===== config.mk =====
export PLATFORM = sky130hd
export DESIGN_NAME = algn_fifo_irq_ctrl
export DESIGN_NICKNAME = d
export VERILOG_FILES = /design/src/rtl/algn_fifo_irq_ctrl.sv
export SDC_FILE = /design/constraint.sdc
export NUM_CORES = 1
export LEC_CHECK = 0
export BUFFER_PORTS_ARGS = -buffer_cell sky130_fd_sc_hd__clkbuf_2
export CAP_MARGIN = 15
export CORE_ASPECT_RATIO = 1.5
export CORE_MARGIN = 3
export CORE_UTILIZATION = 55
export DETAILED_ROUTE_END_ITERATION = 6
export GPL_ROUTABILITY_DRIVEN = 0
export PLACE_DENSITY_LB_ADDON = 0.25
export SYNTH_ARGS = -nofsm -noshare
export SYNTH_HDL_FRONTEND = slang
export SYNTH_SLANG_ARGS = --single-unit
export TNS_END_PERCENT = 100

===== constraint.sdc =====
create_clock -name clk -period 6.3 [get_ports clk]
set_clock_uncertainty 0.2 [all_clocks]
set_input_delay 0.315 -clock clk [delete_from_list [all_inputs] [get_ports clk]]
set_output_delay 0.315 -clock clk [all_outputs]
set_load 0.03 [all_outputs]

===== src/rtl/algn_fifo_irq_ctrl.sv =====
// FIFO occupancy tracker and aggregated interrupt controller for the aligner.
// Each channel follows its FIFO's push/pop strobes to keep an occupancy level.
// It also latches sticky event flags, counts dropped pushes, and drives one maskable irq.
module algn_fifo_irq_ctrl #(
  parameter int unsigned N_CH  = 2,
  parameter int unsigned DEPTH = 8,
  parameter int unsigned CNT_W = 8,
  // Derived from DEPTH; leave at its default.
  parameter int unsigned LVL_W = $clog2(DEPTH + 1)
) (
  input  logic                    clk,
  input  logic                    reset,
  input  logic [N_CH-1:0]         push,
  input  logic [N_CH-1:0]         pop,
  input  logic [4*N_CH-1:0]       irq_en,
  input  logic [4*N_CH-1:0]       irq_clr,
  input  logic [N_CH-1:0]         drop_clr,
  output logic [LVL_W*N_CH-1:0]   level,
  output logic [N_CH-1:0]         full,
  output logic [N_CH-1:0]         empty,
  output logic [4*N_CH-1:0]       irq_status,
  output logic [CNT_W*N_CH-1:0]   drop_cnt,
  output logic [N_CH-1:0]         max_drop,
  output logic                    irq
);

  localparam logic [CNT_W-1:0] CNT_MAX = {CNT_W{1'b1}};

  logic [LVL_W*N_CH-1:0] level_n;
  logic [N_CH-1:0]       full_n;
  logic [N_CH-1:0]       empty_n;
  logic [4*N_CH-1:0]     status_n;
  logic [CNT_W*N_CH-1:0] drop_n;
  logic [N_CH-1:0]       max_n;

  logic [LVL_W-1:0] cur;
  logic [LVL_W-1:0] nxt;
  logic [CNT_W-1:0] cnt;
  logic [3:0]       set;
  logic             is_full;
  logic             is_empty;
  logic             acc_push;
  logic             acc_pop;
  logic             ovf;
  logic             udf;

  // Per-channel next-state: occupancy, event flags and drop counter.
  always_comb begin
    level_n  = level;
    full_n   = full;
    empty_n  = empty;
    status_n = irq_status;
    drop_n   = drop_cnt;
    max_n    = max_drop;
    cur      = '0;
    nxt      = '0;
    cnt      = '0;
    set      = '0;
    is_full  = 1'b0;
    is_empty = 1'b0;
    acc_push = 1'b0;
    acc_pop  = 1'b0;
    ovf      = 1'b0;
    udf      = 1'b0;
    for (int c = 0; c < N_CH; c++) begin
      cur      = level[c*LVL_W +: LVL_W];
      is_full  = (cur == LVL_W'(DEPTH));
      is_empty = (cur == '0);
      // A full FIFO still accepts a push when a pop frees a slot in the same cycle.
      acc_pop  = pop[c] && !is_empty;
      acc_push = push[c] && (!is_full || pop[c]);
      ovf      = push[c] && !pop[c] && is_full;
      udf      = pop[c] && is_empty;
      nxt      = cur + LVL_W'(acc_push) - LVL_W'(acc_pop);

      set = {udf, ovf,
             (cur == LVL_W'(1)) && (nxt == '0),
             (cur == LVL_W'(DEPTH - 1)) && (nxt == LVL_W'(DEPTH))};
      status_n[c*4 +: 4] = (irq_status[c*4 +: 4] & ~irq_clr[c*4 +: 4]) | set;

      cnt = drop_cnt[c*CNT_W +: CNT_W];
      if (ovf) begin
        if (drop_clr[c])         cnt = CNT_W'(1);
        else if (cnt != CNT_MAX) cnt = cnt + CNT_W'(1);
      end else if (drop_clr[c]) begin
        cnt = '0;
      end

      level_n[c*LVL_W +: LVL_W] = nxt;
      drop_n[c*CNT_W +: CNT_W]  = cnt;
      full_n[c]  = (nxt == LVL_W'(DEPTH));
      empty_n[c] = (nxt == '0);
      max_n[c]   = (cnt == CNT_MAX);
    end
  end

  // State registers; irq is derived from the registered flags, hence one extra cycle.
  always_ff @(posedge clk) begin
    if (reset) begin
      level      <= '0;
      full       <= '0;
      empty      <= '1;
      irq_status <= '0;
      drop_cnt   <= '0;
      max_drop   <= '0;
      irq        <= 1'b0;
    end else begin
      level      <= level_n;
      full       <= full_n;
      empty      <= empty_n;
      irq_status <= status_n;
      drop_cnt   <= drop_n;
      max_drop   <= max_n;
      irq        <= |(irq_status & irq_en);
    end
  end

endmodule


==> reports/results.ini <==
[status]
status = finished clean

[pwr]
netSwitchingPower_w = 0.000361
p_comb_frac = 0.441
vdd.ir_drop.worst_uv = 242
power_frac_seq = 0.373
p_leak_nw = 1.13
p_per_area_mw_per_mm2 = 342
swShare = 0.410
internal_power_w = 0.000520
clock_power_share = 0.187

[synthesis]
synth_top_family_by_area = simple AND/OR/NAND/NOR gates
synthAdderAreaFrac = 0.112
synth.distinct_cells = 48
synthCells = 234
async_flop_share = 0
synth-simple-area-share = 0.273
ys_ff_latch = 39
seq_area_frac_synth = 0.364
synth_compound_area_frac = 0.155
yosysWarnings = 0
synth_top_area_share = 0.364
ys.flop_type = dfxtp_1
synth_area_leaders = dfxtp_1, ha_1, nor2_1, a21oi_1, inv_1
synth_xor_area_frac = 0.0286
yosys.area.top_type = dfxtp_1
syn_area_per_cell_um2 = 9.15
synthMuxAreaShare = 0.0280
synth_edf_count = 0
synth_nets = 276
syn-cell-area_mm2 = 0.00214

[worst_setup_path]
cp-end-kind = flop
endpoint = irq_status[0]
crit_required_ps = 6320
r2r-start = level[2]
startpoint = level[2]
path_max_fanout = 4
reg2reg_slack_ps = 3260
crit_arrival_ps = 3070
startpoint_type = flop
rr_endpoint = irq_status[0]
critical_path_class = flop to flop
r2r_cells = 14

[floorplan]
dieArea_mm2 = 0.00470
ios = 63
start_util = 0.576
die_height_um = 82.4
core_area_mm2 = 0.00372
rows = 27
dieWidth_um = 57.0

[flow_run]
maxCapViolCount = 0

[detailed_routing]
route.antenna.remaining_nets = 0
drtIter0Drc = 102
vias = 1992
routed_wl_um = 4900
firstDrtPassIters = 4
vias_per_cell = 5.82
drcViolationCount = 0
avgRoutedWirePerCell_um = 14.3

[sta]
period_share = 0.483
slew_headroom = 0.645
hold_viol_final = 0
slew_viol_final = 0
min_period_ps = 3040
rsz0062_at_grt = no
tns_ps = 0
worst_pin_slew_ps = 533
hold_ws_ps = 87.8
finalSetupViolations = 0
max_freq_mhz = 329

[finish]
layout_commonest_cell = clkbuf_2
area_delta_synth_final_pct = 20.1
finalNetCount = 340
final_cell_mix = clkbuf_2, dfxtp_1, nor2_1, inv_1, ha_1
insertedDiodeCount = 0
n_fill_cell = 325
layout-drive-gt1-share = 0.264

[global_routing]
grt_pass1_wl_um = 7820
grt_start_max_net_pins = 26
grt_pass1_vias = 1784
track_usage = 0.211
grt-ovfl-total = 0
antenna_found_initial = 0

[placement]
place_hpwl_um = 3810
numPortBuffers = 62

[clock_network]
clk-insertion-delay-late_ps = 290
cts_hold_buf = 0
cts-resized-gates = 0
post_cts_buffers = 0
cts_buffers = 5
clockBufferDepth = 2
cts_tree = built
cts_root_buf = clkbuf_8
numClockSinks = 39
h-tree-depth = 2
path_clk_slew_ps = 70

[worst_hold_path]
hp-class = primary input to flop

==> state kept, by name, summed over array words and instances (netlist names) <==
register,count
drop_cnt,16
empty,2
full,2
irq,1
irq_status,8
level,8
max_drop,2
==> layout make-up <==
cell class | count | area [um^2] | share of cell area
inverters | 17 | 63.8 | 0.0248
well taps | 43 | 53.8 | 0.0209
multi-input cells | 173 | 1280 | 0.497
flip-flops and latches | 39 | 781 | 0.304
clock inverters | 2 | 12.5 | 0.00486
repair buffers | 62 | 310 | 0.121
clock buffers | 6 | 72.6 | 0.0282
==> how the worst min path moves through the flow <==
stage / start / end / slack (ps) / depth (start not counted)
finish: irq_clr[6] / irq_status[6] / 90 / 3
global route: irq_clr[6] / irq_status[6] / 120 / 3
CTS: irq_clr[6] / irq_status[6] / 80 / 3
detailed placement: irq_status[2] / irq_status[2] / 300 / 2
global placement: irq_status[5] / irq_status[5] / 270 / 2
floorplan: reset / level[0] / 190 / 1
==> worst max-delay path, stage by stage, from the launching register on <==
cell,delay (ps)
dfxtp_1,330
inv_1,100
ha_1,170
or4b_4,480
nand2_1,90
ha_1,220
inv_1,50
ha_1,150
inv_1,50
fa_1,370
xor2_1,190
and3b_1,250
nand4_1,110
a2bb2oi_1,140
nor2_1,80
==> synth_stat cells (5+ instances only) <==
library cell	number
dfxtp_1	39
nor2_1	23
inv_1	17
ha_1	16
a21oi_1	13
nand2_1	11
nor2b_1	10
nand4_1	8
a21o_1	7
nand3_1	7
mux2i_1	6
nand2b_1	6
clkbuf_1	5
==> logic make-up after synthesis <==
kind of cell	count (synthesis)
DFF	39
adders and majority gates	18
and+or+nand+nor	97
AOI/OAI and AO/OA	45
buffers and inverters	22
muxes	6
xor gates and xnor gates	7
==> power groups by stage <==
stage                     Clock, W  Sequential [W]  Combinational [W]
after floorplan                  0        0.000405           0.000215
final                     0.000164        0.000328           0.000388
after detailed placement         0        0.000334           0.000387
after global routing      0.000176        0.000334           0.000431
after CTS                 0.000170        0.000329           0.000390
after global placement           0        0.000333           0.000383
==> per-stage QoR <==
step / util / power [W] / area [um^2] / cells / worst slack [ps]
2_1_floorplan: - / 0.000620 / 2140 / 234 / 3260
3_3_place_gp: 0.669 / 0.000716 / 2490 / 334 / 3380
3_5_place_dp: 0.669 / 0.000721 / 2490 / 334 / 3290
4_1_cts: 0.692 / 0.000889 / 2570 / 342 / 3250
5_1_grt: 0.692 / 0.000941 / 2570 / 342 / 3030
6_report: 0.692 / 0.000881 / 2570 / 342 / 3260
==> routing by layer <==
| layer | vias up | global-route usage | routed length, um |
|---|---|---|---|
| li1 | 970 | - | - |
| met1 | 922 | 0.239 | 1880 |
| met2 | 84 | 0.379 | 2480 |
| met3 | 16 | 0.0280 | 386 |
| met4 | 0 | 0.116 | 153 |
| met5 | - | 0 | 0 |
No activity file was read; power rests on OpenSTA's default activity.
